$ cat src/rtl/calc_n_core_if.sv
// rtl/calc_n_core_if.sv - request/response bundle for the multi-port calculator
interface calc_n_core_if #(
  parameter int PORTS = 4,
  parameter int WIDTH = 32
);
  logic [4*PORTS-1:0]     req_cmd_in;
  logic [WIDTH*PORTS-1:0] req_data_in;
  logic [PORTS-1:0]       req_ready;
  logic [2*PORTS-1:0]     out_resp;
  logic [WIDTH*PORTS-1:0] out_data;

  modport master (
    output req_cmd_in, req_data_in,
    input  req_ready, out_resp, out_data
  );

  modport slave (
    input  req_cmd_in, req_data_in,
    output req_ready, out_resp, out_data
  );
endinterface

$ cat src/rtl/calc_n_core.sv
// rtl/calc_n_core.sv - PORTS-port calculator: per-port capture FSM and FIFO, round-robin arbiter, shared registered ALU
module calc_n_core #(
  parameter int PORTS = 4,
  parameter int WIDTH = 32,
  parameter int DEPTH = 2
) (
  input  logic          c_clk,
  input  logic          reset,
  calc_n_core_if.slave  bus
);

  localparam int QW  = (DEPTH > 1) ? $clog2(DEPTH) : 1;
  localparam int CW  = $clog2(DEPTH + 1);
  localparam int PW  = (PORTS > 1) ? $clog2(PORTS) : 1;
  localparam int SHW = $clog2(WIDTH);
  localparam int EW  = 4 + 2 * WIDTH;

  typedef enum logic {
    ST_IDLE = 1'b0,
    ST_OP2  = 1'b1
  } cap_state_e;

  logic [PORTS-1:0]         ready;
  logic [PORTS-1:0]         nonempty;
  logic [PORTS-1:0]         grant_oh;
  logic [PORTS-1:0][EW-1:0] head;

  logic                     grant_vld;
  logic [PW-1:0]            grant_idx;
  logic [PW-1:0]            rr_ptr_q, rr_ptr_d;

  logic [EW-1:0]            sel_entry;
  logic [3:0]               alu_cmd;
  logic [WIDTH-1:0]         alu_a, alu_b;
  logic [WIDTH:0]           alu_sum;
  logic [SHW-1:0]           alu_shamt;
  logic [1:0]               alu_resp;
  logic [WIDTH-1:0]         alu_data;

  logic [2*PORTS-1:0]       out_resp_q, out_resp_d;
  logic [WIDTH*PORTS-1:0]   out_data_q, out_data_d;

  function automatic logic [QW-1:0] ptr_inc(input logic [QW-1:0] ptr);
    return (ptr == QW'(DEPTH - 1)) ? '0 : ptr + 1'b1;
  endfunction

  for (genvar g = 0; g < PORTS; g++) begin : g_port
    cap_state_e       state_q, state_d;
    logic [3:0]       cmd_q;
    logic [WIDTH-1:0] op1_q;
    logic [EW-1:0]    mem_q [DEPTH];
    logic [QW-1:0]    wr_ptr_q, rd_ptr_q;
    logic [CW-1:0]    count_q;
    logic [3:0]       cmd_in;
    logic [WIDTH-1:0] data_in;
    logic             rdy;
    logic             push;

    assign cmd_in      = bus.req_cmd_in[4*g +: 4];
    assign data_in     = bus.req_data_in[WIDTH*g +: WIDTH];
    // Ready only in IDLE with room, so a captured request always has a slot at its push edge.
    assign rdy         = (state_q == ST_IDLE) && (count_q < CW'(DEPTH));
    assign ready[g]    = rdy;
    assign nonempty[g] = (count_q != '0);
    assign head[g]     = mem_q[rd_ptr_q];

    always_comb begin
      state_d = state_q;
      push    = 1'b0;
      case (state_q)
        ST_IDLE: begin
          if (rdy && (cmd_in != 4'd0)) begin
            state_d = ST_OP2;
          end
        end
        ST_OP2: begin
          push    = 1'b1;
          state_d = ST_IDLE;
        end
        default: state_d = ST_IDLE;
      endcase
    end

    always_ff @(posedge c_clk or negedge reset) begin
      if (!reset) begin
        state_q  <= ST_IDLE;
        cmd_q    <= '0;
        op1_q    <= '0;
        wr_ptr_q <= '0;
        rd_ptr_q <= '0;
        count_q  <= '0;
      end else begin
        state_q <= state_d;
        if ((state_q == ST_IDLE) && (state_d == ST_OP2)) begin
          cmd_q <= cmd_in;
          op1_q <= data_in;
        end
        if (push) begin
          wr_ptr_q <= ptr_inc(wr_ptr_q);
        end
        if (grant_oh[g]) begin
          rd_ptr_q <= ptr_inc(rd_ptr_q);
        end
        if (push && !grant_oh[g]) begin
          count_q <= count_q + 1'b1;
        end else if (!push && grant_oh[g]) begin
          count_q <= count_q - 1'b1;
        end
      end
    end

    always_ff @(posedge c_clk) begin
      if (push) begin
        mem_q[wr_ptr_q] <= {cmd_q, op1_q, data_in};
      end
    end
  end

  // Round-robin: first non-empty queue at or after the pointer wins.
  always_comb begin
    int idx;
    idx       = 0;
    grant_vld = 1'b0;
    grant_idx = '0;
    grant_oh  = '0;
    for (int i = 0; i < PORTS; i++) begin
      idx = int'(rr_ptr_q) + i;
      if (idx >= PORTS) begin
        idx = idx - PORTS;
      end
      if (!grant_vld && nonempty[idx]) begin
        grant_vld = 1'b1;
        grant_idx = PW'(idx);
      end
    end
    if (grant_vld) begin
      grant_oh[grant_idx] = 1'b1;
    end
    rr_ptr_d = rr_ptr_q;
    if (grant_vld) begin
      rr_ptr_d = (grant_idx == PW'(PORTS - 1)) ? '0 : grant_idx + 1'b1;
    end
  end

  always_comb begin
    sel_entry = head[grant_idx];
    alu_cmd   = sel_entry[EW-1 -: 4];
    alu_a     = sel_entry[2*WIDTH-1 -: WIDTH];
    alu_b     = sel_entry[WIDTH-1:0];
    alu_sum   = {1'b0, alu_a} + {1'b0, alu_b};
    alu_shamt = alu_b[SHW-1:0];
    alu_resp  = 2'd2;
    alu_data  = '0;
    case (alu_cmd)
      4'd1: begin
        if (!alu_sum[WIDTH]) begin
          alu_resp = 2'd1;
          alu_data = alu_sum[WIDTH-1:0];
        end
      end
      4'd2: begin
        if (alu_b <= alu_a) begin
          alu_resp = 2'd1;
          alu_data = alu_a - alu_b;
        end
      end
      4'd5: begin
        alu_resp = 2'd1;
        alu_data = alu_a << alu_shamt;
      end
      4'd6: begin
        alu_resp = 2'd1;
        alu_data = alu_a >> alu_shamt;
      end
      default: begin
        alu_resp = 2'd2;
        alu_data = '0;
      end
    endcase
  end

  // Every port is cleared each cycle so a response lasts exactly one cycle.
  always_comb begin
    out_resp_d = '0;
    out_data_d = '0;
    for (int p = 0; p < PORTS; p++) begin
      if (grant_oh[p]) begin
        out_resp_d[2*p +: 2]         = alu_resp;
        out_data_d[WIDTH*p +: WIDTH] = alu_data;
      end
    end
  end

  always_ff @(posedge c_clk or negedge reset) begin
    if (!reset) begin
      rr_ptr_q   <= '0;
      out_resp_q <= '0;
      out_data_q <= '0;
    end else begin
      rr_ptr_q   <= rr_ptr_d;
      out_resp_q <= out_resp_d;
      out_data_q <= out_data_d;
    end
  end

  assign bus.req_ready = ready;
  assign bus.out_resp  = out_resp_q;
  assign bus.out_data  = out_data_q;

endmodule

$ cat src/flat_wrapper.sv
// flat-port wrapper written by rule: the top's interface ports become plain ports
module calc_n_core_flat 
#(
  parameter int PORTS = 4,
  parameter int WIDTH = 32,
  parameter int DEPTH = 2
)
  (c_clk, reset, bus_req_cmd_in, bus_req_data_in, bus_req_ready, bus_out_resp, bus_out_data);
  calc_n_core_if #(.PORTS(PORTS), .WIDTH(WIDTH)) bus_i ();
  input  logic c_clk;
  input  logic reset;
  input wire logic [$bits(bus_i.req_cmd_in)-1:0] bus_req_cmd_in;
  input wire logic [$bits(bus_i.req_data_in)-1:0] bus_req_data_in;
  output wire logic [$bits(bus_i.req_ready)-1:0] bus_req_ready;
  output wire logic [$bits(bus_i.out_resp)-1:0] bus_out_resp;
  output wire logic [$bits(bus_i.out_data)-1:0] bus_out_data;
  assign bus_i.req_cmd_in = bus_req_cmd_in;
  assign bus_i.req_data_in = bus_req_data_in;
  assign bus_req_ready = bus_i.req_ready;
  assign bus_out_resp = bus_i.out_resp;
  assign bus_out_data = bus_i.out_data;
  calc_n_core #(.PORTS(PORTS), .WIDTH(WIDTH), .DEPTH(DEPTH)) u_core (.c_clk(c_clk), .reset(reset), .bus(bus_i));
endmodule
$ cat config.mk
export PLATFORM = sky130hd
export DESIGN_NAME = calc_n_core_flat
export DESIGN_NICKNAME = d
export VERILOG_FILES = /design/src/rtl/calc_n_core_if.sv /design/src/rtl/calc_n_core.sv /design/src/flat_wrapper.sv
export SDC_FILE = /design/constraint.sdc
export NUM_CORES = 1
export LEC_CHECK = 0
export BUFFER_PORTS_ARGS = -buffer_cell sky130_fd_sc_hd__buf_4
export CAP_MARGIN = 20
export CORE_ASPECT_RATIO = 1.1
export CORE_MARGIN = 3
export CORE_UTILIZATION = 50
export DETAILED_ROUTE_END_ITERATION = 8
export PLACE_DENSITY_LB_ADDON = 0.12
export SLEW_MARGIN = 10
export SYNTH_ARGS = -nofsm -noshare
export SYNTH_HDL_FRONTEND = slang
export SYNTH_SLANG_ARGS = --single-unit
$ cat constraint.sdc
create_clock -name c_clk -period 7.4 [get_ports c_clk]
set_input_delay 1.11 -clock c_clk [delete_from_list [all_inputs] [get_ports c_clk]]
set_output_delay 1.11 -clock c_clk [all_outputs]
set_load 0.005 [all_outputs]
== Word level (Yosys, flattened, before mapping) ==
Memories as Yosys holds them, arrays and structs flattened.
Cells that the tools add are included.

* Register bits: 302
* Bits in writable memories: 544
* Output and inout port bits: 140
* Word-level logic and storage cells: 211
* Memories: 4

{| class="wikitable"
|+ Memory list
! name !! words !! bits a word !! rd ports !! clocked after Yosys merged registers in !! wr ports !! RTL line !! text
|-
| u_core.g_port[0].mem_q || 2 || 68 || 1 || 0 || 1 || calc_n_core.sv:51 || <nowiki>logic [EW-1:0] mem_q [DEPTH];</nowiki>
|-
| u_core.g_port[1].mem_q || 2 || 68 || 1 || 0 || 1 || calc_n_core.sv:51 ||
|-
| u_core.g_port[2].mem_q || 2 || 68 || 1 || 0 || 1 || calc_n_core.sv:51 ||
|-
| u_core.g_port[3].mem_q || 2 || 68 || 1 || 0 || 1 || calc_n_core.sv:51 ||
|}

* $add $sub $neg: 26
* $lt $le $gt $ge: 15
* Equality and inequality tests: 5
* Shift operators: 2
* Muxes and demuxes: 80
* Bitwise logic cells: 4
* Reduce and logical (&&, ||, !) cells: 48

{| class="wikitable"
|+ Operators with widths
! kind !! count
|-
| $mux W32 || 10
|-
| $bmux W68 S2 || 1
|-
| $lt A32 B4 Y1 const B || 4
|-
| $pmux W32 S4 || 1
|-
| $ge A32 B4 Y1 const B || 3
|-
| $sub A32 B4 Y32 const B || 3
|-
| $mux W68 || 1
|-
| $mux W2 || 19
|-
| $mux W1 || 37
|-
| $add A32 B32 Y33 || 1
|-
| $le A32 B32 Y1 || 1
|-
| $shl A32 B5 Y32 || 1
|-
| $shr A32 B5 Y32 || 1
|-
| $sub A32 B32 Y32 || 1
|-
| $logic_and A1 B1 Y1 || 24
|-
| $reduce_bool A2 Y1 || 8
|-
| $reduce_bool A4 Y1 || 4
|-
| $logic_not A1 Y1 || 11
|-
| $add A2 B1 Y2 const B || 5
|-
| $add A1 B1 Y1 const B || 8
|-
| $bmux W1 S2 || 4
|-
| $eq A4 B3 Y1 const B || 2
|-
| $lt A2 B2 Y1 const B || 4
|-
| $pmux W1 S2 || 4
|-
| 15 further kinds || 22
|}

== Depth between registers and ports, before layout ==
* Depth after elaboration: 23
* Depth in mapped cells: 29
* Mapped depth without buffers: 20

== Worst setup path after synthesis ==
No wires, ideal clock.

* Path kind: reg2reg
* Start: reg u_core.g_port[3].count_q[1]
* End: reg u_core.out_data_q[124] (netlist: u_core.bus.out_data[124])
* Data arrival time: 5.946 ns
* Required time: 7.261 ns
* Path slack: 1.315 ns
* Stages on the path, launching flop included: 28
* Buffers on the path: 11
* Clock period less this slack: 6.085 ns
* Cell sequence: dfrtp_1 > or4_1 > buf_2 > o2111ai_4 > nand2_4 > inv_4 > buf_12 > buf_12 > buf_6 > buf_2 > clkbuf_1 > buf_2 > buf_1 > o21ai_0 > ha_1 > buf_2 > o21ba_2 > nor4b_1 > o31ai_1 > a21oi_1 > a41oi_1 > o31a_1 > clkbuf_1 > nand2_1 > buf_2 > o22ai_1 > o21ai_0 > a21oi_1

* Word-level cells in the longest chain between the ends: 20
* Elaborated cells between the ends (all ways): 48

{| class="wikitable"
|+ Ends and longest elaborated chain
! item !! RTL line !! text
|-
| start: declaration || calc_n_core.sv:53 || <nowiki>logic [CW-1:0] count_q;</nowiki>
|-
| start signal: assignment || calc_n_core.sv:105 || <nowiki>count_q <= count_q + 1'b1;</nowiki>
|-
| start signal: assignment || calc_n_core.sv:107 || <nowiki>count_q <= count_q - 1'b1;</nowiki>
|-
| $reduce_bool A2 Y1 (*) || calc_n_core.sv:64 || <nowiki>assign nonempty[g] = (count_q != '0);</nowiki>
|-
| $bmux W1 S2 || calc_n_core.sv:131 || <nowiki>if (!grant_vld && nonempty[idx]) begin</nowiki>
|-
| $mux W1 (implied by the code) (2 in series) || calc_n_core.sv:131 ||
|-
| $mux W1 || calc_n_core.sv:131 ||
|-
| $logic_not A1 Y1 || calc_n_core.sv:131 ||
|-
| $logic_and A1 B1 Y1 || calc_n_core.sv:131 ||
|-
| $mux W1 || calc_n_core.sv:131 ||
|-
| $logic_not A1 Y1 || calc_n_core.sv:131 ||
|-
| [4 not listed] || - ||
|-
| $mux W2 || calc_n_core.sv:131 ||
|-
| $bmux W68 S2, or another cell as far along || calc_n_core.sv:146 || <nowiki>sel_entry = head[grant_idx];</nowiki>
|-
| $mux W68 (implied by the code) / $logic_and A1 B1 Y1 (equally long branches) || calc_n_core.sv:146, calc_n_core.sv:137 ||
|-
| $sub A32 B32 Y32, or another cell as far along || calc_n_core.sv:164 || <nowiki>alu_data = alu_a - alu_b;</nowiki>
|-
| $mux W32, or another cell as far along || calc_n_core.sv:162 || <nowiki>if (alu_b <= alu_a) begin</nowiki>
|-
| $pmux W32 S4 / $mux W4 (equally long branches) || calc_n_core.sv:154, calc_n_core.sv:136 ||
|-
| $mux W32 (*) || calc_n_core.sv:187 || <nowiki>if (grant_oh[p]) begin</nowiki>
|-
| net u_core.out_data_d[124] || calc_n_core.sv:41 || <nowiki>logic [WIDTH*PORTS-1:0] out_data_q, out_data_d;</nowiki>
|-
| end signal: assignment || calc_n_core.sv:202 || <nowiki>out_data_q <= out_data_d;</nowiki>
|-
| end: declaration || calc_n_core.sv:41 ||
|}

The timed path passes the listed nets; every way through them passes the cells marked *. The select of a mux whose other input is x is not followed.
A chain may end at the register's enable or synchronous reset.

== Worst setup path after layout ==
* Start: reg u_core.g_port[3].count_q[1]
* End: reg u_core.out_data_q[46] (netlist: u_core.bus.out_data[46])

The elaborated chain is that of the path after synthesis.

==> flow_metrics.py <==
metrics = {
    "run_status": {
        "status": "finished, final reports clean",
    },
    "min_path": {
        "hp-class": "in2async",
    },
    "worst_setup_path": {
        "worstPathArrival_ps": 7760,
        "r2r_slack_ps": 230,
        "startpoint_type": "flop",
        "required_ps": 7990,
        "end_kind": "flop",
        "crit_type": "reg2reg",
        "crit_fanout": 58,
    },
    "die": {
        "die_y_um": 320,
        "rows": 114,
        "die_area_um2": 93100,
        "initial_core_util": 0.507,
        "die_w_um": 291,
        "num_io_pins": 286,
        "core_um2": 88300,
    },
    "routing": {
        "drt-initial-drc-count": 5233,
        "avgRoutedWirePerCell_um": 36.0,
        "ant_nets": 0,
        "viasPerCell": 6.81,
        "drcViolationCount": 0,
        "wl_um": 195000,
        "drt_pass1_iterations": 8,
        "vias": 36800,
    },
    "clock_tree": {
        "cts_setup_buffers": 0,
        "clk_path_buf_depth": 3,
        "root_buffer": "clkbuf_16",
        "insertion_delay_ps": 680,
        "tritoncts": "done",
        "htreeDepth": 3,
        "clk_transition_reported_paths_ps": 70,
        "clock_sinks": 846,
        "hold_buffers": 0,
        "cts_resized": 0,
        "numCtsBuffers": 83,
    },
    "sta": {
        "max_slew_margin": 0.258,
        "fin_crit_ps": 7170,
        "grt_setup_unrepaired": "no",
        "post-route-period-util": 0.969,
        "hold_slack_ps": 414,
        "finalSetupViolations": 0,
        "finalHoldViolCount": 0,
        "max_freq_ghz": 0.139,
        "worst_pin_slew_ps": 1080,
        "drv_slew": 0,
        "skew_ps": 53.0,
        "fin_setup_tns_ps": 0,
    },
    "global_route": {
        "grt_max_degree": 153,
        "grt_pass1_vias": 35400,
        "antenna_found_initial": 10,
        "grt_pass1_wl_um": 270000,
        "grt.total_usage": 0.408,
        "gr-total-overflow": 0,
    },
    "layout": {
        "final_nets": 4397,
        "finalNonFillerCells": 5410,
        "final_layout_size_suffix_gt1_frac": 0.219,
        "syn2layout_area_growth_pct": 15.2,
    },
    "synthesis": {
        "post-synth-top-area-cell": "edfxtp_1",
        "synth_top_family_by_area": "compound AO/OA/AOI/OAI gates",
        "synth_compound_area_frac": 0.177,
        "synth_ff_type": "edfxtp_1",
        "synth_adder_area_share": 0.0213,
        "synth_xor_area_frac": 0.00822,
        "synth_area_per_cell_um2": 11.4,
        "syn_nets": 4131,
        "synth_area_leaders": "edfxtp_1 37%, dfrtp_1 17%, mux2i_1 5.4%",
        "synth_top_area_frac": 0.365,
        "ys_seq_area_frac": 0.534,
        "ys_types": 107,
        "netlist_top_cells_count": "544 x edfxtp_1, 302 x dfrtp_1, 257 x nor2_1, 256 x nand2_1, 243 x mux2i_1",
        "yosys_warnings": 0,
        "synth_edf_count": 544,
        "yosys.area_share.simple": 0.104,
        "synthArstFlopShare": 0.357,
        "netlist_instances": 3910,
        "muxShareOfSynthArea": 0.117,
        "ys_ff_latch": 846,
        "yosysMostFrequentCell": "edfxtp_1",
        "syn_area_um2": 44700,
    },
    "job": {
        "max_cap_violations": 0,
    },
    "placement": {
        "port_buffers": 285,
        "gp_congestion": 1.11,
        "dp_hpwl_um": 148000,
        "placed_cells": 5248,
    },
}
-- layer usage --
| metal | routed length (um) | part of all wire | track usage |
|---|---|---|---|
| met5 | 52 | 0.00027 | 0 |
| met4 | 17500 | 0.090 | 0.294 |
| met3 | 16700 | 0.086 | 0.0769 |
| met2 | 89900 | 0.46 | 0.652 |
| met1 | 70400 | 0.36 | 0.497 |
-- final cells by class --
type	instances	area [um2]
fillers	7267	36800
clock inverters	38	449
well taps	1160	1450
diodes	3	7.51
repair buffers	469	3610
multi-input cells	2675	19200
flip-flops and latches	846	23900
inverters	101	389
clock buffers	118	2450
-- critical path, cell delays in order (launching register included) --
cell       delay (ps)
dfrtp_1           460
or4_1             700
o2111ai_4         190
nand2_4           190
inv_8             350
buf_12            260
a21oi_1           210
o21ai_0           890
ha_1              500
or3_1             460
nor4_1            280
buf_4             190
nand3_1           120
a211o_1           320
nand4_1           140
nand2_1           130
buf_12            220
o21ai_0           250
a2bb2oi_1         710
buf_4             230
nor4_1             80
nor2_1            130
-- kinds of logic after synthesis --
kind of cell | count (synthesis)
buffers and inverters | 389
flip-flops | 846
adder cells (fa/ha/maj) | 75
XOR/XNOR | 42
AO/OA/AOI/OAI | 1130
multiplexers | 466
AND/OR/NAND/NOR | 962
-- worst paths after layout --
| check | start | end | cells past startpoint |
|---|---|---|---|
| max | u_core.g_port[3].count_q[1] | u_core.bus.out_data[46] | 21 |
| min in group c_clk | u_core.g_port[0].op1_q[19] | u_core.g_port[0].mem_q[0][51] | 0 |
| min reg2reg | u_core.g_port[0].op1_q[19] | u_core.g_port[0].mem_q[0][51] | 0 |
| min | reset | u_core.bus.out_data[85] | 1 |
| max in group asynchronous | reset | u_core.g_port[0].op1_q[6] | 2 |
| max reg2reg | u_core.g_port[3].count_q[1] | u_core.bus.out_data[46] | 21 |
-- sequential cells by signal (all words and copies together), names as in the netlist, 8 cells and up --
signal                 flops
u_core.g_port.mem_q      544
u_core.bus.out_data      128
u_core.g_port.op1_q      128
u_core.g_port.cmd_q       16
u_core.bus.out_resp        8
u_core.g_port.count_q      8
-- metrics by stage --
step / setup WS (ps) / cell area (um2) / util
CTS: 392 / 51500 / 0.583
finish: 231 / 51500 / 0.583
global route: 63.2 / 51500 / 0.583
detailed placement: 423 / 48600 / 0.550
floorplan: 1310 / 44700 / -
global placement: 359 / 48600 / 0.550
-- layout by cell type, fill, tap and decap left out, types with 13 or more instances in the layout --
| master | count |
|---|---|
| a211oi_1 | 105 |
| a21o_1 | 19 |
| a21oi_1 | 240 |
| a221o_1 | 13 |
| a221oi_1 | 47 |
| a22o_1 | 47 |
| a22oi_1 | 50 |
| a32oi_1 | 15 |
| and3_1 | 18 |
| buf_4 | 458 |
| clkbuf_1 | 13 |
| clkbuf_16 | 85 |
| clkbuf_8 | 20 |
| clkinv_2 | 19 |
| dfrtp_1 | 298 |
| edfxtp_1 | 544 |
| ha_1 | 73 |
| inv_1 | 95 |
| mux2_2 | 197 |
| mux2i_1 | 243 |
| mux4_2 | 23 |
| nand2_1 | 255 |
| nand2b_1 | 25 |
| nand3_1 | 99 |
| nor2_1 | 254 |
| nor2b_1 | 86 |
| nor3_1 | 82 |
| nor4_1 | 14 |
| o211ai_1 | 39 |
| o21ai_0 | 163 |
| o21bai_1 | 13 |
| o221ai_1 | 48 |
| o22a_1 | 35 |
| o22ai_1 | 114 |
| o32ai_1 | 16 |
| or3_1 | 20 |
| xnor2_1 | 27 |
| xor2_1 | 15 |
Power is not shown: default switching activity piles up to over one toggle a cycle in this logic, so the estimate is an artifact.
